===== src/rtl/load_store_unit.sv =====
// Memory-access stage: turns execute-stage results into a single req/ready
// transaction on a word-organised data memory and returns extended load data.
module load_store_unit #(
  parameter int TIMEOUT = 16
) (
  input  logic        clk,
  input  logic        rst_n,
  input  logic        mem_read,
  input  logic        mem_write,
  input  logic [2:0]  fn3,
  input  logic [31:0] alu_out,
  input  logic [31:0] rs2_data,
  output logic [31:0] load_data,
  output logic        done,
  output logic        err,
  output logic        stall,
  output logic        dmem_req,
  output logic        dmem_we,
  output logic [31:0] dmem_addr,
  output logic [3:0]  dmem_be,
  output logic [31:0] dmem_wdata,
  input  logic        dmem_ready,
  input  logic [31:0] dmem_rdata
);

  typedef enum logic [1:0] {IDLE, REQ, DONE} state_e;

  localparam int            CW    = (TIMEOUT > 2) ? $clog2(TIMEOUT) : 1;
  localparam logic [CW-1:0] TLAST = (TIMEOUT > 0) ? CW'(TIMEOUT - 1) : '0;

  state_e        state_q, state_d;
  logic [CW-1:0] cnt_q, cnt_d;
  logic          err_q, err_d;
  logic [31:0]   load_data_q, load_data_d;
  logic [31:0]   addr_q, wdata_q;
  logic [3:0]    be_q;
  logic [2:0]    fn3_q;
  logic [1:0]    off_q;
  logic          we_q;

  logic          access, illegal, misal, cap;
  logic [3:0]    be_c;
  logic [31:0]   wdata_c;

  function automatic logic [31:0] extract(input logic [2:0] f, input logic [1:0] o,
                                          input logic [31:0] d);
    logic [31:0] s;
    s = d >> {o, 3'b000};
    case (f)
      3'b000:  return {{24{s[7]}}, s[7:0]};
      3'b100:  return {24'h0, s[7:0]};
      3'b001:  return {{16{s[15]}}, s[15:0]};
      3'b101:  return {16'h0, s[15:0]};
      default: return d;
    endcase
  endfunction

  always_comb begin
    access  = mem_read | mem_write;
    illegal = (mem_read & mem_write)
            | (mem_read  & ((fn3 == 3'b011) | (fn3[2:1] == 2'b11)))
            | (mem_write & (fn3[2] | (fn3 == 3'b011)));
    misal   = ((fn3[1:0] == 2'b01) & alu_out[0])
            | ((fn3[1:0] == 2'b10) & (alu_out[1:0] != 2'b00));
    case (fn3[1:0])
      2'b00: begin
        be_c    = 4'b0001 << alu_out[1:0];
        wdata_c = {4{rs2_data[7:0]}};
      end
      2'b01: begin
        be_c    = 4'b0011 << alu_out[1:0];
        wdata_c = {2{rs2_data[15:0]}};
      end
      default: begin
        be_c    = 4'b1111;
        wdata_c = rs2_data;
      end
    endcase
  end

  // mem_read/mem_write are not looked at in DONE: the same instruction is
  // still sitting in the pipe and must not be issued a second time.
  always_comb begin
    state_d     = state_q;
    cnt_d       = cnt_q;
    err_d       = 1'b0;
    load_data_d = load_data_q;
    cap         = 1'b0;
    stall       = 1'b0;
    unique case (state_q)
      IDLE: begin
        if (access) begin
          if (illegal | misal) begin
            err_d = 1'b1;
          end else begin
            cap     = 1'b1;
            stall   = 1'b1;
            cnt_d   = '0;
            state_d = REQ;
          end
        end
      end
      REQ: begin
        stall = 1'b1;
        cnt_d = cnt_q + 1'b1;
        if (dmem_ready) begin
          state_d = DONE;
          if (!we_q) load_data_d = extract(fn3_q, off_q, dmem_rdata);
        end else if ((TIMEOUT > 0) && (cnt_q == TLAST)) begin
          state_d = IDLE;
          err_d   = 1'b1;
        end
      end
      DONE:    state_d = IDLE;
      default: state_d = IDLE;
    endcase
  end

  always_ff @(posedge clk) begin
    if (!rst_n) begin
      state_q     <= IDLE;
      cnt_q       <= '0;
      err_q       <= 1'b0;
      load_data_q <= '0;
      addr_q      <= '0;
      wdata_q     <= '0;
      be_q        <= '0;
      fn3_q       <= '0;
      off_q       <= '0;
      we_q        <= 1'b0;
    end else begin
      state_q     <= state_d;
      cnt_q       <= cnt_d;
      err_q       <= err_d;
      load_data_q <= load_data_d;
      if (cap) begin
        addr_q  <= {alu_out[31:2], 2'b00};
        wdata_q <= wdata_c;
        be_q    <= be_c;
        fn3_q   <= fn3;
        off_q   <= alu_out[1:0];
        we_q    <= mem_write;
      end
    end
  end

  assign load_data  = load_data_q;
  assign done       = (state_q == DONE);
  assign err        = err_q;
  assign dmem_req   = (state_q == REQ);
  assign dmem_we    = dmem_req & we_q;
  assign dmem_addr  = addr_q;
  assign dmem_be    = be_q;
  assign dmem_wdata = wdata_q;

endmodule


===== config.mk =====
export PLATFORM = sky130hd
export DESIGN_NAME = load_store_unit
export DESIGN_NICKNAME = d
export VERILOG_FILES = /design/src/rtl/load_store_unit.sv
export SDC_FILE = /design/constraint.sdc
export NUM_CORES = 1
export LEC_CHECK = 0
export ABC_AREA = 1
export CAP_MARGIN = 20
export CORE_MARGIN = 2
export CORE_UTILIZATION = 55
export CTS_BUF_LIST = sky130_fd_sc_hd__clkbuf_16
export CTS_CLUSTER_SIZE = 10
export DETAILED_ROUTE_END_ITERATION = 12
export DONT_BUFFER_PORTS = 1
export PLACE_DENSITY = 0.7
export SKIP_LAST_GASP = 1
export SYNTH_ARGS = -nofsm -noshare
export SYNTH_HDL_FRONTEND = slang
export SYNTH_SLANG_ARGS = --single-unit

===== constraint.sdc =====
create_clock -name clk -period 1.7 [get_ports clk]
set_input_delay 0 -clock clk [delete_from_list [all_inputs] [get_ports clk]]
set_output_delay 0 -clock clk [all_outputs]
set_load 0.005 [all_outputs]

==> out/qor.log, run 1 <==
qor: place.detailed_place_hpwl 10400 um
qor: worst_setup_path.r2r_setup_slack 0.13 ns
qor: logic_synthesis.synthDistinctLibCells 28
qor: floorplanning.die-width 104 um
qor: floorplanning.core-area 0.00973 mm2
qor: timing.grt_setup_unrepaired true
qor: logic_synthesis.area_share_of_the_largest_cell_type_after_synthesis 40.6%
qor: global_routing.busiest_layer_in_global_routing met2
qor: power.p_clk_share 35.1%
qor: global_routing.global_route.usage.met3 10.4%
qor: clock_network.cts_setup_buffers 0
qor: power.peakVddDrop 0.597 mV
qor: clock_network.ctsLongestPathBuffers 2
qor: global_routing.grt_pass1_vias 5674
qor: clock_network.tritoncts.num_buffers 9
qor: power.net-switching-power 1860 uW
qor: routing.route.antenna.remaining_nets 0
qor: routing.wire_per_inst 17.2 um
qor: logic_synthesis.postSynthAreaPerCell 6.88 um2
qor: logic_synthesis.synth_top_cells_by_count 197 x sky130_fd_sc_hd__nand2_1, 111 x sky130_fd_sc_hd__dfxtp_1, 95 x sky130_fd_sc_hd__a21oi_1
qor: logic_synthesis.synth_area 0.00548 mm2
qor: cells_and_area.fin_nets 979
qor: global_routing.gr_ovfl_total 0
qor: timing.holdWs 0.0152 ns
qor: routing.wl 17400 um
qor: worst_setup_path.cpMostUsedCell sky130_fd_sc_hd__nand2_1
qor: logic_synthesis.synth_top_cells_by_area sky130_fd_sc_hd__dfxtp_1 41%, sky130_fd_sc_hd__nand2_1 14%, sky130_fd_sc_hd__a21oi_1 8.7%
qor: global_routing.grt_util_met1 34.2%
qor: cells_and_area.final_core_utilization 70.7%
qor: timing.achievable_freq 620 MHz
qor: floorplanning.height_of_the_chip 104 um
qor: timing.worst_slew_margin_rel 47.9%
qor: global_routing.largest_net_degree_at_the_start_of_global_routing 77
qor: worst_hold_path.worst_hold_path_type in -> reg
qor: worst_setup_path.crit_slowest_cell sky130_fd_sc_hd__dlygate4sd3_1
qor: floorplanning.initial_core_util 56.3%
qor: worst_setup_path.critical_path.cell_chain dlygate4sd3_1 -> inv_2 -> nand2_1 -> nand2_1 -> nand2_1 -> nor2_4 -> nand3_2 -> buf_6 -> nand2_1 -> buf_4
qor: cells_and_area.multiInputGateArea 0.00267 mm2
qor: outcome.status finished, final reports clean
qor: global_routing.grt_antenna_before_repair 0
qor: power.seq_power_share 46.3%
qor: worst_setup_path.worst_setup_path_end_kind output port
qor: worst_setup_path.crit_path_max_incr_delay 0.63 ns
qor: logic_synthesis.netlist.top_cell.by_area sky130_fd_sc_hd__dfxtp_1
qor: power.internal_power 4380 uW
qor: routing.vias 5791
qor: clock_network.clkSinkCount 111
qor: floorplanning.floorplan.rows 36
qor: worst_setup_path.worst-endpoint-arrival 1.61 ns
qor: timing.final.setup_skew 0.00643 ns
qor: cells_and_area.layout-area-overhead-vs-synth 25.7%
qor: timing.period_minus_slack 1.61 ns
qor: worst_setup_path.timing.critical_path.max_delay_family buffers and inverters
qor: power.sw_frac_of_total 29.8%
qor: clock_network.cts_tree built
qor: cells_and_area.diodes 0
qor: worst_setup_path.critPathBufInv 4
qor: cells_and_area.final.fill_count 790
qor: clock_network.ctsRootBufferMaster sky130_fd_sc_hd__clkbuf_16
qor: cells_and_area.post_route_cells_drive_above_1_share 8.19%
qor: floorplanning.number_of_ports_placed_on_the_die_boundary 209
qor: clock_network.deepest_level_of_the_cts_h_tree 3
qor: worst_setup_path.crit_path_start_kind primary input
qor: routing.avgViaCountPerCell 5.72
qor: run.maxCapViolations 0
qor: logic_synthesis.synth_async_sr_flop_share 0%
qor: power.leakagePower 0.00289 uW
qor: worst_setup_path.worst-setup-path-type in -> out
qor: logic_synthesis.synth-seq-cells 111
qor: power.combinationalPowerShare 18.6%
qor: global_routing.grt_pass1_wl 27800 um
qor: timing.timing_max_transition_violations_final 0
qor: worst_setup_path.timing.critical_path.fanout_max 29
qor: logic_synthesis.synth.most_common_cell sky130_fd_sc_hd__nand2_1
qor: routing.initial_detailed_routing_violation_count 512
qor: logic_synthesis.synth_seq_area_share 40.6%
qor: clock_network.clk-insertion-delay-late 0.35 ns
qor: routing.drc 0
qor: timing.hold_vio_cnt_final 0
qor: global_routing.gr-usage-all-layers 31.7%
qor: cells_and_area.final-seq-area 0.00222 mm2
qor: timing.worstMarginPinSlew 0.779 ns
qor: place.place.gp.congestion 0.942
qor: place.io_buffers 0
qor: floorplanning.design.die.area 0.0108 mm2
qor: global_routing.global_route.usage.met2 55.7%
qor: routing.detail_route.first_pass.iterations 5
qor: worst_setup_path.timing.critical_path.required 1.70 ns
qor: logic_synthesis.synth_warnings 0
qor: power.power.density 908 mW/mm2
qor: timing.report.final.setup_viol 0
qor: logic_synthesis.netlist_instances 796
qor: logic_synthesis.synth-edff-count 0
qor: timing.layout_worst_path_cycle_share 94.8%
qor: clock_network.clkTransAtPathRegs 0.07 ns
qor: logic_synthesis.ys.flop_type sky130_fd_sc_hd__dfxtp_1
[what timing repair did]
item | in CTS | in global routing
hold buffers | 104 | 0
setup endpoints to repair | 0 | 23
resized for setup | 0 | 4
endpoints found under the hold margin | 108 | 0
[power by group through the flow]
stage          Combinational [uW]  Sequential, uW  Clock [uW]
6_report                     1160            2890        2190
5_1_grt                      1280            2910        2350
4_1_cts                      1120            2890        2210
3_5_place_dp                  889            2950           0
3_3_place_gp                  867            2950           0
2_1_floorplan                 750            2910           0
[layout make-up]
cell class	instances	area share, %
clock inverter	7	1.13
sequential	111	32.3
multi-input combinational	559	38.9
timing repair buffer	122	18.1
clock buffer	9	3.27
tap	133	2.42
inverter	71	3.98
[state kept, by name (all words and copies together) (netlist names)]
name,cells
we_q,1
err,1
dmem_wdata,32
dmem_addr,30
off_q,2
load_data,32
cnt_q,4
dmem_be,4
state_q,2
fn3_q,3
[layout by cell type (no fill, tap or decap), types with 3 or more instances in the layout]
cell,instances
sky130_fd_sc_hd__a21oi_1,94
sky130_fd_sc_hd__buf_12,5
sky130_fd_sc_hd__buf_4,12
sky130_fd_sc_hd__clkbuf_16,9
sky130_fd_sc_hd__dfxtp_1,111
sky130_fd_sc_hd__dlygate4sd3_1,104
sky130_fd_sc_hd__inv_1,65
sky130_fd_sc_hd__inv_2,5
sky130_fd_sc_hd__inv_6,3
sky130_fd_sc_hd__nand2_1,197
sky130_fd_sc_hd__nand2_2,3
sky130_fd_sc_hd__nand3_1,67
sky130_fd_sc_hd__nand3_2,21
sky130_fd_sc_hd__nand4_1,18
sky130_fd_sc_hd__nor2_1,55
sky130_fd_sc_hd__nor2_4,3
sky130_fd_sc_hd__o211ai_1,3
sky130_fd_sc_hd__o21ai_0,51
sky130_fd_sc_hd__o21ai_1,36
[metrics by stage]
step / cell area [um2] / TNS [ns] / power (uW) / instances / worst slack [ns]
floorplan: 5480 / 0 / 3660 / 797 / 0.312
global placement: 5520 / 0 / 3820 / 892 / 0.200
detailed placement: 5520 / 0 / 3840 / 892 / 0.171
CTS: 6870 / 0 / 6220 / 1012 / 0.0116
global route: 6880 / -0.0101 / 6540 / 1012 / -0.0101
finish: 6880 / 0 / 6250 / 1012 / 0.0882
[final timing paths]
kind | from | endpoint | cells after the start
worst min register to register | dmem_addr[28]$_SDFFE_PN0P_ | dmem_addr[28]$_SDFFE_PN0P_ | 2
worst min-delay path | fn3[0] | dmem_be[2]$_SDFFE_PN0P_ | 4
worst max register to register | fn3_q[2]$_SDFFE_PN0P_ | load_data[14]$_SDFFE_PN0P_ | 6
worst max-delay path | alu_out[1] | stall | 10
[routing by layer]
metal  share of wire [%]  wire, um  vias to the layer above
li1                    -         -                     2763
met1                  36      6270                     2650
met2                  50      8630                      312
met3                  10      1750                       66
met4                 4.1       712                        0
met5                   0         0                        -
[logic make-up after synthesis]
| group | after synthesis | share of synthesized area [%] |
|---|---|---|
| AOI/OAI and AO/OA | 186 | 17.2 |
| other | 1 | 0.0685 |
| DFF | 111 | 40.6 |
| buffers and inverters | 127 | 10.8 |
| adders and majority gates | 1 | 0.228 |
| and+or+nand+nor | 370 | 31.1 |
[worst register-to-register path: cells and delay by family, from the launching register on]
family | cells | cell delay (ns)
flip-flops | 1 | 0.39
AO/OA/AOI/OAI | 1 | 0.21
buffers and inverters | 2 | 0.12
AND/OR/NAND/NOR | 3 | 0.79
(Power assumes the default switching activity.)
==> run 2, diff against run 1 <==
==> constraint.sdc (replaced) <==
create_clock -name clk -period 1.8 [get_ports clk]
set_input_delay 0 -clock clk [delete_from_list [all_inputs] [get_ports clk]]
set_output_delay 0 -clock clk [all_outputs]
set_load 0.005 [all_outputs]
==> out/qor.log, run 2 (synthesis gave the netlist of run 1 again) <==
qor: place.placed_area 0.00550 mm2
qor: place.io_buffers 0
qor: timing.worst_slew_margin_rel 45.8%
qor: place.place.gp.congestion 0.947
qor: worst_setup_path.worst_setup_path_end_kind output port
qor: place.dp_slack 0.209 ns
qor: cells_and_area.layout-area-overhead-vs-synth 25.0%
qor: timing.period_minus_slack 1.69 ns
qor: clock_network.clk-insertion-delay-late 0.35 ns
qor: worst_setup_path.critPathBufInv 4
qor: clock_network.clkTransAtPathRegs 0.07 ns
qor: global_routing.grt_pass1_vias 5577
qor: cells_and_area.layout.cells.most_common_list 197 x sky130_fd_sc_hd__nand2_1, 111 x sky130_fd_sc_hd__dfxtp_1, 102 x sky130_fd_sc_hd__dlygate4sd3_1, 95 x sky130_fd_sc_hd__a21oi_1, 67 x sky130_fd_sc_hd__nand3_1
qor: floorplanning.design.die.area 0.0108 mm2
qor: worst_hold_path.worst_hold_path_type in -> reg
qor: cells_and_area.final.fill_count 804
qor: cells_and_area.fin_nets 977
qor: worst_setup_path.crit_path_max_incr_delay 0.65 ns
qor: routing.drc 0
qor: routing.route.antenna.remaining_nets 0
qor: power.leakagePower 0.00287 uW
qor: clock_network.deepest_level_of_the_cts_h_tree 3
qor: timing.achievable_freq 592 MHz
qor: cells_and_area.post_route_cells_drive_above_1_share 8.21%
qor: cells_and_area.commonest_non_fill_non_tap_cell_in_the_layout sky130_fd_sc_hd__nand2_1
qor: timing.layout_worst_path_cycle_share 93.8%
qor: run.maxCapViolations 0
qor: worst_setup_path.worst-setup-path-type in -> out
qor: power.seq_power_share 46.6%
qor: timing.fin_setup_tns 0 ns
qor: timing.report.final.setup_viol 0
qor: global_routing.largest_net_degree_at_the_start_of_global_routing 70
qor: timing.post-route-worst-setup-slack 0.111 ns
qor: power.power.density 858 mW/mm2
qor: worst_setup_path.worst-endpoint-arrival 1.69 ns
qor: clock_network.ctsLongestPathBuffers 2
qor: power.combinationalPowerShare 18.5%
qor: global_routing.grt_antenna_before_repair 0
qor: outcome.status finished, final reports clean
qor: clock_network.ctsRootBufferMaster sky130_fd_sc_hd__clkbuf_16
qor: timing.grt_setup_unrepaired true
qor: timing.worstMarginPinSlew 0.810 ns
qor: power.p_clk_share 35.0%
qor: clock_network.clkSinkCount 111
qor: routing.vias 5725
qor: power.net-switching-power 1740 uW
qor: timing.hold_vio_cnt_final 0
qor: worst_setup_path.timing.critical_path.required 1.80 ns
qor: timing.timing_max_transition_violations_final 0
qor: routing.detail_route.first_pass.iterations 6
qor: floorplanning.die-width 104 um
qor: worst_setup_path.critical_path.cell_chain dlygate4sd3_1 -> inv_2 -> nand2_1 -> nand2_1 -> nand2_1 -> nor2_4 -> nand3_2 -> buf_4 -> nand2_1 -> buf_4
qor: global_routing.gr_ovfl_total 0
qor: floorplanning.height_of_the_chip 104 um
qor: worst_setup_path.timing.critical_path.max_delay_family buffers and inverters
qor: timing.final.setup_skew 0.00455 ns
qor: floorplanning.initial_core_util 56.3%
qor: power.peakVddDrop 0.586 mV
qor: power.internal_power 4130 uW
qor: clock_network.cts_tree built
qor: worst_setup_path.cpMostUsedCell sky130_fd_sc_hd__nand2_1
qor: clock_network.cts_setup_buffers 0
qor: cells_and_area.postLayoutCellArea 0.00684 mm2
qor: routing.initial_detailed_routing_violation_count 485
qor: global_routing.gr-usage-all-layers 31.4%
qor: global_routing.grt_pass1_wl 27800 um
qor: place.detailed_place_hpwl 10400 um
qor: routing.wl 17100 um
qor: floorplanning.core-area 0.00973 mm2
qor: routing.avgViaCountPerCell 5.67
qor: floorplanning.number_of_ports_placed_on_the_die_boundary 209
qor: routing.wire_per_inst 17.0 um
qor: floorplanning.floorplan.rows 36
qor: cells_and_area.diodes 0
qor: worst_setup_path.crit_path_start_kind primary input
qor: worst_setup_path.timing.critical_path.fanout_max 28
qor: power.sw_frac_of_total 29.7%
qor: worst_setup_path.crit_slowest_cell sky130_fd_sc_hd__dlygate4sd3_1
qor: clock_network.tritoncts.num_buffers 9
## run 2: changes by cell type in the layout (fill, tap and decap cells not counted), sizes merged
cell,before,now
clkinvlp,1,4
dlygate4sd3,104,102
buf,18,17
clkinv,2,1
inv,74,73
## run 2: final cells by class
type | instances | area, um2 | share of cell area, %
Sequential cell | 111 | 2220 | 32.5
Inverter | 71 | 275 | 4.02
Clock inverter | 7 | 78.8 | 1.15
Timing Repair Buffer | 119 | 1200 | 17.5
Clock buffer | 9 | 225 | 3.29
Tap cell | 133 | 166 | 2.43
Multi-Input combinational cell | 559 | 2670 | 39.0
Timing Repair inverter | 1 | 5.00 | 0.0732
## run 2: repair_timing
item | 4_1_cts | 5_1_grt
endpoints found under the setup margin | 0 | 5
gates resized for setup | 0 | 2
hold buffers | 102 | 0
endpoints found under the hold margin | 108 | 0
## run 2: power groups by stage
stage	Combinational (uW)	Clock (uW)	Sequential [uW]
after CTS	1050	2090	2730
after detailed placement	835	0	2790
after floorplan	708	0	2750
after global placement	811	0	2790
final	1080	2050	2730
after global routing	1200	2200	2750
## run 2: tightest hold or removal path, stage by stage
cell and delay, ns:
sky130_fd_sc_hd__a21oi_1 0.04, sky130_fd_sc_hd__o21ai_0 0.09, sky130_fd_sc_hd__nand3_1 0.09, sky130_fd_sc_hd__a31oi_1 0.12
## run 2: final timing paths
path         slack (ns)  cells after the start                        from                         end
max                0.11                     10                  alu_out[0]                       stall
min                0.02                      4              dmem_rdata[31]   load_data[7]$_SDFFE_PN0P_
max reg2reg        0.13                      7       off_q[1]$_SDFFE_PN0P_  load_data[21]$_SDFFE_PN0P_
min reg2reg        0.49                      2  dmem_addr[31]$_SDFFE_PN0P_  dmem_addr[31]$_SDFFE_PN0P_
## run 2: layer usage
layer	GRT usage (%)	vias to the layer above	routed length [um]
li1	-	2752	-
met1	37.9	2638	6700
met2	52.4	276	8280
met3	9.50	59	1580
met4	13.0	0	575
met5	0	-	0
## run 2: through the flow
stage,power [uW],instances,hold WS (ns),util [%]
after floorplan,3460,797,0.138,-
after global placement,3600,891,0.128,56.6
after detailed placement,3620,891,0.129,56.6
after CTS,5870,1009,0.00439,70.2
after global routing,6150,1010,0.0493,70.3
final,5870,1010,0.0245,70.3
==> run 3, diff against run 2 <==
--- a/config.mk
+++ b/config.mk
@@ -7,13 +7,14 @@
 export LEC_CHECK = 0
 export ABC_AREA = 1
 export CAP_MARGIN = 20
+export CELL_PAD_IN_SITES_DETAIL_PLACEMENT = 0
+export CELL_PAD_IN_SITES_GLOBAL_PLACEMENT = 1
 export CORE_MARGIN = 2
-export CORE_UTILIZATION = 55
-export CTS_BUF_LIST = sky130_fd_sc_hd__clkbuf_16
+export CORE_UTILIZATION = 39
 export CTS_CLUSTER_SIZE = 10
 export DETAILED_ROUTE_END_ITERATION = 12
 export DONT_BUFFER_PORTS = 1
-export PLACE_DENSITY = 0.7
+export PLACE_DENSITY_LB_ADDON = 0.1
 export SKIP_LAST_GASP = 1
 export SYNTH_ARGS = -nofsm -noshare
 export SYNTH_HDL_FRONTEND = slang
==> constraint.sdc (replaced) <==
create_clock -name clk -period 1.35 [get_ports clk]
set_input_delay 0 -clock clk [delete_from_list [all_inputs] [get_ports clk]]
set_output_delay 0 -clock clk [all_outputs]
set_load 0.005 [all_outputs]
==> out/qor.log, run 3 (synthesis gave the netlist of run 1 again) <==
qor: routing.vias 6041
qor: power.internal_power 6250 uW
qor: timing.achievable_freq 676 MHz
qor: power.leakagePower 0.00348 uW
qor: timing.final.setup_skew 0.00818 ns
qor: floorplanning.height_of_the_chip 122 um
qor: cells_and_area.diodes 0
qor: cells_and_area.layout.cells.most_common_list 166 x sky130_fd_sc_hd__nand2_1, 107 x sky130_fd_sc_hd__dfxtp_1, 106 x sky130_fd_sc_hd__dlygate4sd3_1, 63 x sky130_fd_sc_hd__inv_1, 55 x sky130_fd_sc_hd__nor2_1
qor: timing.worst_slew_margin_rel 65.7%
qor: routing.detail_route.first_pass.iterations 7
qor: clock_network.cts_tree built
qor: outcome.violations negative hold slack, negative setup slack
qor: power.seq_power_share 40.5%
qor: global_routing.grt_pass1_vias 5555
qor: global_routing.gr_ovfl_total 0
qor: floorplanning.initial_core_util 39.8%
qor: timing.holdWs -0.00913 ns
qor: place.io_buffers 0
qor: timing.timing_max_transition_violations_final 0
qor: worst_setup_path.timing.critical_path.required 1.64 ns
qor: floorplanning.floorplan.rows 43
qor: global_routing.grt_antenna_before_repair 0
qor: run.maxCapViolations 0
qor: clock_network.tritoncts.num_buffers 9
qor: worst_setup_path.worst_setup_path_end_kind flip-flop
qor: place.detailed_place_hpwl 11900 um
qor: timing.layout_worst_path_cycle_share 110%
qor: place.place.gp.congestion 0.836
qor: cells_and_area.layout-area-overhead-vs-synth 58.3%
qor: global_routing.grt_pass1_wl 28900 um
qor: worst_setup_path.worst-endpoint-arrival 1.77 ns
qor: power.p_clk_share 33.2%
qor: routing.wl 21300 um
qor: power.power.density 1050 mW/mm2
qor: worst_setup_path.critical_path.cell_chain nor3_4 -> buf_6 -> buf_12 -> clkbuf_16 -> nand3_1 -> a21oi_2
qor: floorplanning.number_of_ports_placed_on_the_die_boundary 209
qor: worst_setup_path.worst-setup-path-type reg -> reg
qor: cells_and_area.commonest_non_fill_non_tap_cell_in_the_layout sky130_fd_sc_hd__nand2_1
qor: power.sw_frac_of_total 31.1%
qor: outcome.status finished, violations left
qor: timing.worstMarginPinSlew 0.513 ns
qor: routing.wire_per_inst 19.2 um
qor: timing.hold_vio_cnt_final 1
qor: power.total_power_draw 9070 uW
qor: timing.period_minus_slack 1.48 ns
qor: clock_network.ctsRootBufferMaster sky130_fd_sc_hd__clkbuf_16
qor: worst_setup_path.timing.critical_path.max_delay_family buffers and inverters
qor: cells_and_area.post_route_cells_drive_above_1_share 27.0%
qor: timing.report.final.setup_viol 105
qor: power.peakVddDrop 0.588 mV
qor: worst_setup_path.critPathBufInv 3
qor: timing.grt_setup_unrepaired true
qor: cells_and_area.fin_nets 1032
qor: floorplanning.design.die.area 0.0150 mm2
qor: timing.fin_setup_tns -6.23 ns
qor: clock_network.clkTransAtPathRegs 0.08 ns
qor: clock_network.clkSinkCount 111
qor: power.combinationalPowerShare 26.3%
qor: routing.drc 0
qor: power.net-switching-power 2820 uW
qor: global_routing.largest_net_degree_at_the_start_of_global_routing 76
qor: routing.route.antenna.remaining_nets 0
qor: worst_setup_path.crit_slowest_cell sky130_fd_sc_hd__dfxtp_4
qor: clock_network.clk-insertion-delay-late 0.36 ns
qor: worst_setup_path.timing.critical_path.fanout_max 7
qor: clock_network.ctsLongestPathBuffers 2
qor: routing.avgViaCountPerCell 5.43
qor: floorplanning.die-width 122 um
qor: worst_hold_path.worst_hold_path_type in -> reg
qor: floorplanning.core-area 0.0138 mm2
qor: global_routing.gr-usage-all-layers 24.5%
qor: routing.initial_detailed_routing_violation_count 418
qor: clock_network.deepest_level_of_the_cts_h_tree 3
qor: worst_setup_path.crit_path_start_kind flip-flop
qor: timing.post-route-worst-setup-slack -0.128 ns
qor: worst_setup_path.crit_path_max_incr_delay 0.37 ns
-- run 3: cell types whose count changed in the layout (fill, tap and decap cells not counted), sizes merged --
cell         previous run  this run
clkbuf                  9        22
inv                    73        74
buf                    17        56
clkinvlp                4         0
bufinv                  1         2
clkinv                  1         2
dlygate4sd3           102       106
-- run 3: worst min-delay path, stage by stage --
cell,delay (ns)
sky130_fd_sc_hd__o21ai_0,0.06
sky130_fd_sc_hd__nand2_1,0.06
sky130_fd_sc_hd__o21ai_0,0.07
sky130_fd_sc_hd__a21oi_1,0.12
-- run 3: cell type report --
class | count | area, um2
Fill cell | 1216 | 5110
Clock buffer | 9 | 225
Clock inverter | 7 | 103
Multi-Input combinational cell | 559 | 3440
Tap cell | 180 | 225
Inverter | 71 | 274
Sequential cell | 111 | 2230
Timing Repair Buffer | 175 | 2170
-- run 3: path summary, 6_finish.rpt --
path,start,endpoint,slack (ns),cells after the start
hold reg to reg,dmem_wdata[10]$_SDFFE_PN0P_,dmem_wdata[10]$_SDFFE_PN0P_,0.49,2
setup / recovery,state_q[1]$_SDFFE_PN0P_,dmem_wdata[18]$_SDFFE_PN0P_,-0.13,6
setup reg to reg,state_q[1]$_SDFFE_PN0P_,dmem_wdata[18]$_SDFFE_PN0P_,-0.13,6
hold / removal,dmem_rdata[11],load_data[3]$_SDFFE_PN0P_,-0.009,4
-- run 3: repair_timing --
action | in CTS | in global routing
hold buffers | 106 | 0
gates cloned | 4 | 19
pin swaps | 12 | 68
endpoints found under the setup margin | 63 | 110
hold endpoints to repair | 108 | 0
setup buffers | 6 | 2
resized for setup | 26 | 185
-- run 3: per-layer routing --
metal	up-vias	global-route usage [%]	wire length, um
met4	0	6.18	327
met3	27	7.62	1670
met1	2901	30.1	8350
met5	-	0	0
li1	2891	-	-
met2	222	41.8	11000
-- run 3: through the flow --
step | std cells | setup WS (ns) | util [%] | hold WS [ns] | cell area, um2
2_1_floorplan | 797 | -0.00675 | - | 0.138 | 5510
3_3_place_gp | 960 | -0.125 | 42.1 | 0.134 | 5800
3_5_place_dp | 960 | -0.159 | 42.1 | 0.139 | 5800
4_1_cts | 1092 | -0.0677 | 54.2 | 0.000615 | 7460
5_1_grt | 1112 | -0.191 | 62.9 | 0.0114 | 8670
6_report | 1112 | -0.128 | 62.9 | -0.00913 | 8670
-- run 3: power groups by stage --
stage	clock (uW)	combinational, uW	sequential (uW)
after floorplan	0	960	3670
after global placement	0	1250	3720
after detailed placement	0	1260	3730
after CTS	3080	1680	3650
after global routing	3210	2560	3700
final	3010	2390	3670
